<file path="src/rtl/mux_nto1_rr_pkg.sv">
// Shared constants for the N:1 round-robin / fixed-select mux.
// Mode encoding, output-register state encoding and the select-width helper.
// Pure package: no logic, no latency, no flow control.
package mux_pkg;

  localparam logic MODE_RR    = 1'b0;
  localparam logic MODE_FIXED = 1'b1;

  localparam logic [0:0] ST_EMPTY = 1'b0;
  localparam logic [0:0] ST_FULL  = 1'b1;

  function automatic int sel_width(input int n);
    return (n <= 2) ? 1 : $clog2(n);
  endfunction

endpackage

</file>
<file path="src/rtl/mux_nto1_rr_arbiter.sv">
// Rotating-priority arbiter: first requester at or after ptr wins.
// Latency: purely combinational, zero cycles.
// Backpressure: none; enable=0 forces an all-zero grant.
module rr_arbiter
  import mux_pkg::*;
#(
  parameter int N     = 4,
  parameter int SEL_W = sel_width(N)
) (
  input  logic [N-1:0]     req,
  input  logic [SEL_W-1:0] ptr,
  input  logic             enable,
  output logic [N-1:0]     gnt,
  output logic [SEL_W-1:0] gnt_idx
);

  always_comb begin
    int   idx;
    logic found;
    gnt     = '0;
    gnt_idx = '0;
    found   = 1'b0;
    idx     = 0;
    for (int k = 0; k < N; k++) begin
      // ptr never exceeds N-1, so one subtraction is enough to wrap
      idx = int'(ptr) + k;
      if (idx >= N) idx = idx - N;
      if (enable && !found && req[idx]) begin
        gnt[idx] = 1'b1;
        gnt_idx  = SEL_W'(idx);
        found    = 1'b1;
      end
    end
  end

endmodule

</file>
<file path="src/rtl/mux_nto1_rr.sv">
// N-channel W-bit mux, round-robin or fixed select, registered output (MUX_PARITY_EN adds Y_par).
// Latency: 1 cycle from transfer to Y/Y_valid; one word per cycle sustained.
// Backpressure: Y full and Y_ready=0 holds Y and drives all A_ready low.
module mux_nto1_rr
  import mux_pkg::*;
#(
  parameter int N     = 4,
  parameter int W     = 2,
  parameter int SEL_W = sel_width(N)
) (
  input  logic             clk,
  input  logic             rst_n,
  input  logic [N*W-1:0]   A,
  input  logic [N-1:0]     A_valid,
  output logic [N-1:0]     A_ready,
  input  logic             mode,
  input  logic [SEL_W-1:0] sel,
  output logic [W-1:0]     Y,
  output logic             Y_valid,
`ifdef MUX_PARITY_EN
  output logic             Y_par,
`endif
  input  logic             Y_ready
);

  logic [0:0]       st;
  logic [SEL_W-1:0] ptr;
  logic [SEL_W-1:0] ptr_nxt;
  logic [N-1:0]     rr_gnt;
  logic [SEL_W-1:0] rr_idx;
  logic [N-1:0]     fix_gnt;
  logic [N-1:0]     gnt;
  logic [W-1:0]     d;
  logic             load;
  logic             xfer;

  rr_arbiter #(.N(N), .SEL_W(SEL_W)) u_arb (
    .req     (A_valid),
    .ptr     (ptr),
    .enable  (mode == MODE_RR),
    .gnt     (rr_gnt),
    .gnt_idx (rr_idx)
  );

  // Out-of-range sel simply matches no channel
  always_comb begin
    for (int i = 0; i < N; i++) begin
      fix_gnt[i] = (int'(sel) == i) && A_valid[i];
    end
  end

  assign gnt     = (mode == MODE_FIXED) ? fix_gnt : rr_gnt;
  assign load    = rst_n && ((st == ST_EMPTY) || Y_ready);
  assign A_ready = load ? gnt : '0;
  assign xfer    = load && (|gnt);
  assign Y_valid = (st == ST_FULL);
  assign ptr_nxt = (int'(rr_idx) == N - 1) ? '0 : rr_idx + SEL_W'(1);

  always_comb begin
    d = '0;
    for (int i = 0; i < N; i++) begin
      if (gnt[i]) d = d | A[i*W +: W];
    end
  end

  always_ff @(posedge clk) begin
    if (!rst_n) begin
      st  <= ST_EMPTY;
      Y   <= '0;
      ptr <= '0;
`ifdef MUX_PARITY_EN
      Y_par <= 1'b0;
`endif
    end else if (xfer) begin
      st <= ST_FULL;
      Y  <= d;
`ifdef MUX_PARITY_EN
      Y_par <= ^d;
`endif
      if (mode == MODE_RR) ptr <= ptr_nxt;
    end else if (Y_ready) begin
      // drained with nothing to refill: Y keeps its last value
      st <= ST_EMPTY;
    end
  end

endmodule
</file>
<file path="config.mk">
export PLATFORM = sky130hd
export DESIGN_NAME = mux_nto1_rr
export DESIGN_NICKNAME = d
export VERILOG_FILES = /design/src/rtl/mux_nto1_rr_pkg.sv /design/src/rtl/mux_nto1_rr_arbiter.sv /design/src/rtl/mux_nto1_rr.sv
export SDC_FILE = /design/constraint.sdc
export NUM_CORES = 1
export LEC_CHECK = 0
export ABC_AREA = 0
export BUFFER_PORTS_ARGS = -buffer_cell sky130_fd_sc_hd__buf_4
export CAP_MARGIN = 10
export CORE_ASPECT_RATIO = 1.1
export CORE_UTILIZATION = 30
export DETAILED_ROUTE_END_ITERATION = 7
export GPL_TIMING_DRIVEN = 0
export PLACE_DENSITY = 0.53
export SLEW_MARGIN = 10
export SYNTH_ARGS = -nofsm -noshare
export SYNTH_HDL_FRONTEND = slang
export SYNTH_SLANG_ARGS = --single-unit
</file>
<file path="constraint.sdc">
create_clock -name clk -period 2.7 [get_ports clk]
set_clock_uncertainty 0.2 [all_clocks]
set_input_delay 0.54 -clock clk [delete_from_list [all_inputs] [get_ports clk]]
set_output_delay 0.54 -clock clk [all_outputs]
set_load 0.02 [all_outputs]
</file>
Word-level counts from Yosys, hierarchy flattened
Index checks and enable logic that the tools add are counted.
Widths: inputs -> output; s select.
{"block": "classes", "addsub": 8, "n_mul": 0, "div": 0, "order_cmp": 12, "n_eq_ne": 4, "n_shift": 0, "muxes": 44, "bitwise_logic": 8, "n_reduce_logical": 25}
{"cell": "$ge 32x1->1 const B", "n": 4}
{"cell": "$lt 32x4->1 const B", "n": 4}
{"cell": "$mux 32", "n": 4}
{"cell": "$ge 32x4->1 const B", "n": 3}
{"cell": "$sub 32x4->32 const B", "n": 3}
{"cell": "$mux 4", "n": 6}
{"cell": "$mux 2", "n": 9}
{"cell": "$logic_and 1x1->1", "n": 17}
{"cell": "$mux 1", "n": 17}
{"cell": "$or 4x4->4", "n": 3}
{"cell": "$bmux 1 s2", "n": 4}
{"cell": "$demux 1 s2", "n": 4}
{"cell": "$add 2x2->3 const B", "n": 2}
{"cell": "$or 2x2->2", "n": 3}
{"cell": "$eq 2x1->1 const B", "n": 2}
{"cell": "$eq 2x2->1 const B", "n": 2}
{"cell": "$reduce_or 4->1", "n": 1}
{"cell": "$sub 2x3->4 const B", "n": 1}
{"cell": "$add 2x1->3 const B", "n": 1}
{"cell": "$ge 2x3->1 const B", "n": 1}
{"cell": "$logic_not 1->1", "n": 3}
{"cell": "$add 2x1->2 const B", "n": 1}
{"cell": "$logic_not 2->1", "n": 1}
{"cell": "$not 1->1", "n": 2}
{"cell": "3 further kinds", "n": 3}
{"block": "word_totals", "reg_bits": 5, "latchBits": 0, "ram_bits": 0, "rom_bits": 0, "in_bits": 18, "output_inout_bits": 7, "wordCells": 104, "memories": 0}

Logic depth before layout (Yosys ltp)
{"block": "logic_depth", "ltp_word": 27, "depth_mapped": 12, "mapped_depth_nobuf": 9}

By module
Synthesis repeated with hierarchy kept, for this count alone.
{"block": "hier_totals", "hier_cells": 105, "area_unflattened_um2": 893.4}
{"module": "rr_arbiter", "instances": 1, "cells_per_inst": 58, "area_each_um2": 481.7, "seq_area_each_um2": 0.0}
{"module": "mux_nto1_rr", "instances": 1, "cells_per_inst": 47, "area_each_um2": 411.6, "seq_area_each_um2": 100.1}

Least setup slack after synthesis
OpenSTA, ideal clock, no wires.
{"block": "synth_timing", "path_kind": "register to output", "start": "register with a tool-made name", "end": "output A_ready[0]", "arrival_time_ps": 2387, "t_required_ps": 1960, "path_slack_ps": -427, "path_stages_with_launch": 9, "path_buffers": 2, "cell_sequence": "dfxtp_1 -> buf_6 -> buf_4 -> inv_1 -> ha_1 -> mux4_2 -> or2_4 -> o22ai_2 -> nor2b_1"}
{"item": "end: declaration", "line": "mux_nto1_rr.sv:15", "text": "output logic [N-1:0] A_ready,"}

Worst setup path in the final report
{"block": "layout_timing", "start": "register ptr[1]", "end": "output A_ready[0]"}
{"block": "layout_via", "elab_chain_len": 21, "elab_cells_between_ends": 69, "classes_between": "add/sub: 7; order compare: 12; mux: 33; bitwise: 3; reduce/logical: 14"}
{"item": "start: declaration", "line": "mux_nto1_rr.sv:27", "text": "logic [SEL_W-1:0] ptr;"}
{"item": "start signal: assignment", "line": "mux_nto1_rr.sv:80", "text": "if (mode == MODE_RR) ptr <= ptr_nxt;"}
{"item": "parallel branches: the longest is 18 deep, another holds $sub 32x4->32"}
{"item": "$mux 4 *", "line": "mux_nto1_rr_arbiter.sv:28", "text": "if (enable && !found && req[idx]) begin"}
{"item": "$mux 4 *", "line": "mux_nto1_rr.sv:52", "text": "assign gnt = (mode == MODE_FIXED) ? fix_gnt : rr_gnt;"}
{"item": "$mux 4 *", "line": "mux_nto1_rr.sv:54", "text": "assign A_ready = load ? gnt : '0;"}
Every way passes the cells marked *. The select of a mux whose other input is x is not followed.

==> flow_metrics.env <==
export IMPL_status="finished, violations left"
export IMPL_violations="negative setup slack"
export IMPL_start_util_pct=31.7
export IMPL_fin_cells=197
export IMPL_yosysTopAreaCell="dfxtp_1"
export IMPL_synth_edf_count=0
export IMPL_rsz0062_at_grt="yes"
export IMPL_fill_cells=286
export IMPL_synth_avg_cell_area_um2=8.41
export IMPL_end_kind="output pin"
export IMPL_seq_area_frac_synth_pct=10.3
export IMPL_finalSetupViolCount=8
export IMPL_port_buffers=24
export IMPL_cts_clk_slew_worst_paths_ns=0.05
export IMPL_antenna_found_initial=0
export IMPL_regArea_um2=108
export IMPL_ir_worst_vdd_uv=286
export IMPL_vias_per_cell=5.95
export IMPL_grt_pass1_wl_um=5110
export IMPL_num_io_pins=25
export IMPL_synthCells=116
export IMPL_cts_made_buffers=3
export IMPL_hold_buffers=0
export IMPL_vias=1172
export IMPL_min_period_ns=2.98
export IMPL_clock_latency_ns=0.24
export IMPL_drv_cap=0
export IMPL_die_area_mm2=0.00349
export IMPL_synth_net_count=141
export IMPL_coreArea_mm2=0.00307
export IMPL_gr_total_overflow=0
export IMPL_hp_class="reg2reg"
export IMPL_clk_path_buf_depth=2
export IMPL_synthFlopType="dfxtp_1"
export IMPL_grt_max_degree=11
export IMPL_tritoncts="built"
export IMPL_cp_required_ns=1.96
export IMPL_dr_pass1_iters=4
export IMPL_fmaxAchievable_mhz=336
export IMPL_grt_pass1_vias=1093
export IMPL_fin_crit_sh_pct=110
export IMPL_netlist_area_um2=976
export IMPL_dieHeight_um=61.8
export IMPL_utilization_pct=52.5
export IMPL_power_density_mw_per_mm2=348
export IMPL_drc=0
export IMPL_worstMarginPinSlew_ns=0.540
export IMPL_async_flop_share_pct=0
export IMPL_syn_to_final_growth_pct=65.5
export IMPL_die_x_um=56.4
export IMPL_fp_row_count=21
export IMPL_place_hpwl_um=2200
export IMPL_crit_type="reg2out"
export IMPL_cp_max_fo=5
export IMPL_startpoint_type="register"
export IMPL_slew_headroom_pct=63.9
export IMPL_cp_arrival_ns=2.24
export IMPL_synth_seq_cells=5
export IMPL_cts_root_buffer="clkbuf_4"
export IMPL_gp_congestion=0.824
export IMPL_fin_nets=189
export IMPL_diodes=0
export IMPL_htreeDepth=1
export IMPL_wl_per_cell_um=17.0
export IMPL_grt_use_total_pct=18.9
export IMPL_routed_wl_um=3350
export IMPL_cts_sinks=5
export IMPL_p_leak_nw=0.643
export IMPL_ys_warn_count=0
export IMPL_multi_input_area_um2=990
export IMPL_drt_initial_drc_count=56
export IMPL_synth_top_area_share_pct=10.3
export IMPL_synth_area_leaders="dfxtp_1 (10%), ha_1 (9.0%), a32oi_1 (5.4%), mux4_2 (4.6%), mux2i_1 (4.1%)"
export IMPL_dp_cells=174
export IMPL_slew_viol_final=0
export IMPL_setup_ws_ns=-0.277
export IMPL_drive_above_1_share_pct=56.4
export IMPL_final_hold_violation_count=0
export IMPL_ys_types=47
export IMPL_antenna_left=0
kinds of logic after synthesis:
family,share of synthesized area [%]
simple gates,23.2
compound gates,38.8
fa+ha+maj,8.97
buf+inv,7.69
flops,10.3
mux,11.0
final cells by class:
class                           count  share of cell area (%)
Buffer                              7                    2.87
Clock buffer                        4                    1.63
Inverter                            5                    1.86
Multi-Input combinational cell     97                    61.3
Sequential cell                     5                    6.66
Tap cell                           34                    2.63
Timing Repair Buffer               45                    23.1
Yosys cell counts (4+ instances only):
master / number
a21oi_1: 5
nor2b_1: 6
nand3b_1: 4
a32oi_1: 6
inv_1: 5
dfxtp_1: 5
mux2i_1: 4
a22oi_1: 5
nand2_1: 9
ha_1: 7
where the power goes:
group	internal (W)	total, W	switching (W)	leakage [nW]
sequential	0.0000815	0.0000879	0.00000635	0.0428
combinational	0.000195	0.000384	0.000189	0.586
clock	0.0000561	0.0000893	0.0000332	0.0150
per-stage QoR:
stage | worst slack [ns] | power [W] | setup TNS, ns | area, um^2 | hold WS [ns]
after floorplan | -0.0753 | 0.000291 | -0.342 | 1060 | 0.376
after global placement | -0.396 | 0.000363 | -2.94 | 1280 | 0.288
after detailed placement | -0.429 | 0.000369 | -3.18 | 1280 | 0.304
after CTS | -0.306 | 0.000517 | -1.79 | 1510 | 0.311
after global routing | -0.368 | 0.000597 | -2.29 | 1620 | 0.353
final | -0.277 | 0.000561 | -1.62 | 1620 | 0.308
critical path, cell delays in order, from the launching register on:
cell	delay, ns
dfxtp_4	0.37
clkinvlp_4	0.12
ha_4	0.27
buf_12	0.13
mux2i_4	0.18
o22ai_4	0.28
a32oi_2	0.13
o22ai_4	0.22
nor2b_4	0.17
buf_6	0.12
final timing paths:
check | start | endpoint | slack, ns | cells past startpoint
hold reg to reg | Y_valid$_SDFFE_PN0P_ | Y_valid$_SDFFE_PN0P_ | 0.31 | 2
setup reg to reg | ptr[1]$_SDFFE_PN0P_ | register | -0.24 | 12
setup / recovery | ptr[1]$_SDFFE_PN0P_ | A_ready[0] | -0.28 | 9
hold / removal | Y_valid$_SDFFE_PN0P_ | Y_valid$_SDFFE_PN0P_ | 0.31 | 2
layout by cell type, fill, tap and decap left out, types with 2 or more instances in the layout:
cell | synthesis | layout
a211o_1 | 2 | 2
nor2b_1 | 6 | 2
inv_1 | 5 | 3
a21o_1 | 2 | 2
a22oi_1 | 5 | 5
a31oi_2 | 0 | 2
nand2_1 | 9 | 9
nor2b_4 | 0 | 4
dfxtp_1 | 5 | 3
o311a_1 | 2 | 2
dfxtp_4 | 0 | 2
buf_2 | 3 | 2
nor2_1 | 3 | 3
a32oi_2 | 0 | 6
o21bai_1 | 2 | 2
nand3b_1 | 4 | 4
clkbuf_1 | 3 | 2
clkbuf_2 | 0 | 2
nand2b_1 | 3 | 3
mux2_2 | 2 | 2
mux4_2 | 2 | 2
clkbuf_4 | 0 | 3
a21oi_1 | 5 | 5
ha_1 | 7 | 6
a21o_2 | 2 | 2
mux2i_4 | 0 | 3
a21boi_0 | 3 | 3
o22ai_4 | 0 | 3
o21ai_4 | 0 | 2
buf_6 | 2 | 6
buf_4 | 1 | 39
per-layer routing:
layer  vias up  wire length (um)  track usage [%]
met5         -                 0                0
met4         0                56             9.41
met3         6                75             1.45
met2        27              1740             34.4
met1       587              1480             23.1
li1        552                 -                -
repair_timing:
| action | CTS | global route |
|---|---|---|
| resized for setup | 15 | 21 |
| buffers inserted | 17 | 4 |
| pin swaps | 8 | 10 |
| setup endpoints to repair | 9 | 9 |
No activity file was read; power rests on OpenSTA's default activity.
